<file path="src/rtl/fpu_result_uart_tx.sv">
// fpu_result_uart_tx: buffers 16-bit FPU results in a small FIFO and sends each
// one as two 8N1 UART bytes (low byte first) on o_Tx_Serial. The bit period is
// CLKS_PER_BIT clocks (0 behaves as 1), sampled once at the start of every byte.
module fpu_result_uart_tx #(
    parameter int FIFO_DEPTH = 4,
    parameter int CNT_W      = 3
) (
    input  logic             clk,
    input  logic             rst_l,          // active-high synchronous reset
    input  logic [15:0]      CLKS_PER_BIT,
    input  logic             result_valid,
    input  logic [15:0]      result_data,
    output logic             o_Tx_Serial,
    output logic             o_Tx_Active,
    output logic             o_Tx_Done,
    output logic             fifo_full,
    output logic [CNT_W-1:0] fifo_count,
    output logic             overflow
);

    localparam int PTR_W = (FIFO_DEPTH > 1) ? $clog2(FIFO_DEPTH) : 1;

    typedef enum logic [1:0] {IDLE, START, DATA, STOP} state_t;

    state_t             state;
    state_t             state_next;

    logic [15:0]        mem [FIFO_DEPTH];
    logic [PTR_W-1:0]   wr_ptr;
    logic [PTR_W-1:0]   rd_ptr;
    logic [CNT_W-1:0]   count;

    logic [15:0]        shreg;
    logic [15:0]        cpb;
    logic [15:0]        cpb_in;
    logic [15:0]        timer;
    logic [2:0]         bit_idx;
    logic               byte_sel;
    logic [7:0]         cur_byte;

    logic               pop;
    logic               push;
    logic               bit_end;
    logic               enter_start;

    // A zero bit period would never produce a boundary, so it is clamped to one.
    assign cpb_in      = (CLKS_PER_BIT == 16'd0) ? 16'd1 : CLKS_PER_BIT;
    assign bit_end     = (timer == cpb - 16'd1);
    assign cur_byte    = byte_sel ? shreg[15:8] : shreg[7:0];
    // A full FIFO still accepts a strobe when the transmitter frees a slot that cycle.
    assign push        = result_valid && ((count != CNT_W'(FIFO_DEPTH)) || pop);
    assign enter_start = (state_next == START) && (state != START);

    assign fifo_count  = count;
    assign fifo_full   = (count == CNT_W'(FIFO_DEPTH));

    // FIFO pointers, occupancy and the sticky drop flag.
    always_ff @(posedge clk) begin
        if (rst_l) begin
            wr_ptr   <= '0;
            rd_ptr   <= '0;
            count    <= '0;
            overflow <= 1'b0;
        end else begin
            if (push) wr_ptr <= wr_ptr + PTR_W'(1);
            if (pop)  rd_ptr <= rd_ptr + PTR_W'(1);
            if (push && !pop)      count <= count + CNT_W'(1);
            else if (pop && !push) count <= count - CNT_W'(1);
            if (result_valid && !push) overflow <= 1'b1;
        end
    end

    // FIFO storage; written only outside reset so strobes during reset leave no trace.
    always_ff @(posedge clk) begin
        if (!rst_l && push) mem[wr_ptr] <= result_data;
    end

    // Word being transmitted; only replaced on a pop, so late strobes cannot disturb it.
    always_ff @(posedge clk) begin
        if (!rst_l && pop) shreg <= mem[rd_ptr];
    end

    // FSM state register.
    always_ff @(posedge clk) begin
        if (rst_l) state <= IDLE;
        else       state <= state_next;
    end

    // Bit timer, bit index, byte select and the per-byte latched bit period.
    always_ff @(posedge clk) begin
        if (rst_l) begin
            timer    <= '0;
            cpb      <= 16'd1;
            bit_idx  <= '0;
            byte_sel <= 1'b0;
        end else begin
            if (state == IDLE || bit_end) timer <= '0;
            else                          timer <= timer + 16'd1;

            if (enter_start) cpb <= cpb_in;

            if (state == START)               bit_idx <= '0;
            else if (state == DATA && bit_end) bit_idx <= bit_idx + 3'd1;

            if (pop)                           byte_sel <= 1'b0;
            else if (state == STOP && bit_end) byte_sel <= 1'b1;
        end
    end

    // Next-state logic and line outputs.
    always_comb begin
        state_next  = state;
        pop         = 1'b0;
        o_Tx_Serial = 1'b1;
        o_Tx_Active = 1'b0;
        o_Tx_Done   = 1'b0;
        case (state)
            IDLE: begin
                if (count != '0) begin
                    pop        = 1'b1;
                    state_next = START;
                end
            end
            START: begin
                o_Tx_Serial = 1'b0;
                o_Tx_Active = 1'b1;
                if (bit_end) state_next = DATA;
            end
            DATA: begin
                o_Tx_Serial = cur_byte[bit_idx];
                o_Tx_Active = 1'b1;
                if (bit_end && bit_idx == 3'd7) state_next = STOP;
            end
            STOP: begin
                o_Tx_Active = 1'b1;
                if (bit_end) begin
                    if (!byte_sel) begin
                        state_next = START;
                    end else begin
                        o_Tx_Done  = 1'b1;
                        state_next = IDLE;
                    end
                end
            end
            default: state_next = IDLE;
        endcase
    end

endmodule

</file>
<file path="config.mk">
export PLATFORM = sky130hd
export DESIGN_NAME = fpu_result_uart_tx
export DESIGN_NICKNAME = d
export VERILOG_FILES = /design/src/rtl/fpu_result_uart_tx.sv
export SDC_FILE = /design/constraint.sdc
export NUM_CORES = 1
export LEC_CHECK = 0
export ABC_AREA = 0
export CAP_MARGIN = 15
export CORE_UTILIZATION = 45
export CTS_CLUSTER_DIAMETER = 40
export DETAILED_ROUTE_END_ITERATION = 6
export PLACE_DENSITY = 0.66
export SLEW_MARGIN = 20
export SYNTH_ARGS = -nofsm -noshare
export SYNTH_HDL_FRONTEND = slang
export SYNTH_SLANG_ARGS = --single-unit
</file>
<file path="constraint.sdc">
create_clock -name clk -period 2.7 [get_ports clk]
set_clock_uncertainty 0.1 [all_clocks]
set_input_delay 0.54 -clock clk [delete_from_list [all_inputs] [get_ports clk]]
set_output_delay 0.54 -clock clk [all_outputs]
set_load 0.005 [all_outputs]
</file>
==> summary.md <==
The flow ran to the end, but the final reports show violations. The checks that failed: setup timing. The depth of the critical timing path with buffers and inverters included was 7. The routed design has 12280 um of wire.

The number of placed instances, taps included, is 717. In this run, flip-flops and latches consume 32.9% of the power. The number of antenna violations at the first check in global routing was 0; the number of sinks on the clock net was 126. STA classifies the critical path startpoint as a flop.

The routed design could run at a clock period as short as 3.197 ns. The max-slew violation count came out at 0. The largest total area in the synthesized netlist belongs to edfxtp_1. The register-to-register setup slack was 0 ns.

Leaving out filler cells and counting taps, the final layout contains 761. In this run the critical register-to-register path is launched from cpb[0]. The period utilization is 118.4%. Counting flops with a built-in enable in the synthesized netlist gives 80. The worst endpoint data arrival time is 2.56 ns, and the global-route wire length before repair is 19630 um. The critical path in this run is classified as reg -> out. Number of cells on the worst reg-to-reg path: 11.

The tools report the number of buffers inserted for hold repair after clock tree synthesis as 0. In this run the number of H-tree levels came out at 4. In the synthesized netlist the dominant register cell turns out to be edfxtp_1.

The end of the critical path is o_Tx_Done. Setup repair after global routing could not meet its margin everywhere. Remaining max-slew budget at the tightest pin: 65.97%.

The min-delay analysis places its worst path in the category reg -> reg. From synthesis to final layout, the design area changed by 32.68%. Hold is met by 0.3723 ns. Cell internal power was estimated by the tool at 5.304 mW. Reported net switching power: 2.407 mW. In the layout the commonest cells are edfxtp_1, buf_4, clkdlybuf4s50_1. The static leakage was 2.858 nW; the top cell type's share of synthesized area was 41.09%. In this design, the largest share of critical-path delay is due to simple AND/OR/NAND/NOR gates. The tools report the buffer cell driving the clock tree root as clkbuf_16. The clock passes through at most 2 buffers. The Yosys step of the flow raised 0 warnings.

0 antenna diodes ended up in the layout. Traced cell by cell, the critical path runs through or4_4, or4_4, a21oi_2, a211o_2, o2111a_4, and4_1, buf_2. The region available for standard cell placement spans 12620 um^2. For this run, the top clock speed supported by timing is 312.8 MHz.

Entering global routing, the biggest net connects 33 pins. The number of global-route vias before repair is 4014. Counting stages on the worst path, the most repeated cell is or4_4. Routability-driven placement finished with a final weighted congestion of 0.8185. Share of final-layout standard cells stronger than drive strength 1: 29.54%. The worst setup path startpoint is cpb[3]. The total setup violations reported at the end of the flow was 3; the max-capacitance violation count was 0.

Global routing consumed, over all layers together, 20.10% of the routing resources. The run gives 8530 um as the estimated wirelength of the detail-placed design. When the netlist entered floorplanning its net count stood at 502. Average cell area after synthesis: 12.79 um^2. In the synthesized netlist the async set-or-reset flop fraction comes to 0%. After synthesis, the cell types taking the most area are edfxtp_1, dfxtp_1, mux4_2, xor2_1, nand2b_1. The width of the die came out at 116.0 um. The worst setup slack before clock tree synthesis came out at -0.5213 ns.

The largest single stage delay on the critical path is 0.56 ns. The logs give -0.4971 ns for the setup slack of the critical path after layout and 7.711 mW for the final total power. The largest driver fanout on the critical path was 4; the actual slew at the worst max-slew pin was 0.5057 ns. Category of the worst setup path capture point: an output pin. For the post-synthesis cell area, the log shows 5847 um^2.

The largest vdd supply drop came out at 0.5794 mV. The number of buffer and inverter stages on the critical path was 1; the clock latency at the later pin of the worst-skew pair was 0.42 ns. TritonCTS created 17 clock buffers. For the worst setup path, the data required time is 2.06 ns. After detailed routing, the number of vias per cell comes to 5.258. For this run, design rule violations remaining after detail routing come to 0. In this run switching power makes up 31.21% of total power. Once the floorplan was initialized, standard cells occupied 46.33% of the core.

Sequential elements use 56.84% of the synthesized area. TritonCTS built the clock tree. Clock power share: 28.6%. In this run the remaining antenna-violating nets after routing total 0. The number of I/O port buffers works out to 42. On the critical path, the stage with the largest delay is an instance of or4_4. The height of the chip is 116.0 um, and the final instance area is 7757 um^2. The final route contains 4001 vias. The run gives 13450 um^2 as the overall die area. The run gives 38.5% as the combinational fraction of design power. The final-stage net count was 621; the cell area reported after detailed placement was 6927 um^2. The power per unit of standard cell area was 994.0 nW/um^2. The number of standard cells after synthesis was 457. Row generation in the floorplan step produced 41 rows. After synthesis the netlist holds a flip-flop and latch count of 126. The first detailed-routing pass took 4 iterations.

The tools report the terminus of the critical flop-to-flop path as timer[7]. Clock-pin slew was measured on the worst setup and hold paths at 0.06 ns. The logs give 0 for the number of failing hold endpoints at the final stage and 43 for the total I/O pin count. Starting DRC count in detailed routing: 179. The count of distinct cell types in the synthesized netlist was 58.

The average wire per cell in the routed design works out to 16.14 um. The run gives 0 as the overall overflow remaining after global route.
-- flip-flops by register name, indices dropped and copies added, names as in the netlist --
register	count
state	2
wr_ptr	2
mem	64
cpb	16
rd_ptr	2
timer	16
overflow	1
fifo_count	3
shreg	16
byte_sel	1
bit_idx	3
-- what timing repair did --
action / in CTS / in global routing
setup buffers: 14 / 7
endpoints found under the setup margin: 3 / 38
hold endpoints to repair: 0 / 0
gates resized for setup: 26 / 26
pin swaps: 6 / 18
-- how the worst min path moves through the flow --
stage               slack [ns]  endpoint  cells past startpoint  startpoint
finish                    0.37  overflow                      2    overflow
global route              0.40  overflow                      2    overflow
CTS                       0.38  overflow                      2    overflow
detailed placement        0.36  overflow                      2    overflow
global placement          0.35  overflow                      2    overflow
floorplan                 0.35  timer[0]                      1    timer[0]
-- final cells by class --
| type | count | area, um^2 |
|---|---|---|
| Tap cell | 172 | 215.2 |
| Timing Repair Buffer | 124 | 1051 |
| Sequential cell | 126 | 3337 |
| Clock buffer | 19 | 432.9 |
| Fill cell | 976 | 4862 |
| Inverter | 12 | 45.04 |
| Multi-Input combinational cell | 295 | 2540 |
| Clock inverter | 13 | 136.4 |
-- kinds of logic (layout without fill, tap and decap cells) --
kind of cell    after synthesis  in the layout  share of synthesized area [%]
mux                          39             39                          11.17
compound gates               40             40                          5.329
fa+ha+maj                    10             10                          2.268
flops                       126            126                          56.84
xor+xnor                     38             38                          5.928
buf+inv                      36            168                          2.760
simple gates                168            168                          15.71
-- metal layers --
metal | part of all wire (%) | track usage (%) | routed length [um]
met5 | 0 | 0 | 0
met4 | 1.7 | 8.462 | 210
met3 | 4.2 | 5.805 | 513
met2 | 52 | 34.84 | 6354
met1 | 42 | 23.30 | 5205
-- worst min-delay path: cells and delay by family (launching register included) --
kind             cells  cell delay, ns
AO/OA/AOI/OAI        1            0.04
AND/OR/NAND/NOR      1            0.07
flip-flops           1            0.33
-- power by group through the flow --
stage	sequential (mW)	clock [mW]	combinational [mW]
after CTS	2.53	2.25	2.88
after detailed placement	2.55	0	2.48
final	2.54	2.20	2.97
after global placement	2.53	0	2.46
after global routing	2.57	2.33	3.22
after floorplan	2.52	0	1.55
-- through the flow --
| stage | setup TNS [ns] | utilization (%) |
|---|---|---|
| 3_3_place_gp | -0.5336 | 54.89 |
| 5_1_grt | -3.363 | 61.47 |
| 3_5_place_dp | -0.6101 | 54.89 |
| 4_1_cts | -1.687 | 60.81 |
| 6_report | -0.6213 | 61.47 |
| 2_1_floorplan | 0 | - |
-- Yosys cell counts (2+ instances only) --
master,n
edfxtp_1,80
dfxtp_1,46
nor2_1,39
nand2b_1,32
xor2_1,23
mux4_2,21
nand3_1,20
nand2_1,19
mux2i_1,18
clkbuf_1,16
xnor2_1,14
inv_1,12
nor3_1,10
a21oi_1,9
ha_1,9
and3_1,8
and2_1,7
a31oi_1,6
nor4_1,6
o21ai_0,5
or3_1,5
buf_6,3
nand4_1,3
nor3b_1,3
o311ai_0,3
a211o_1,2
buf_1,2
buf_2,2
nand4b_1,2
nor2b_1,2
nor4_2,2
or4_1,2
Power figures use the tool's default switching activity.
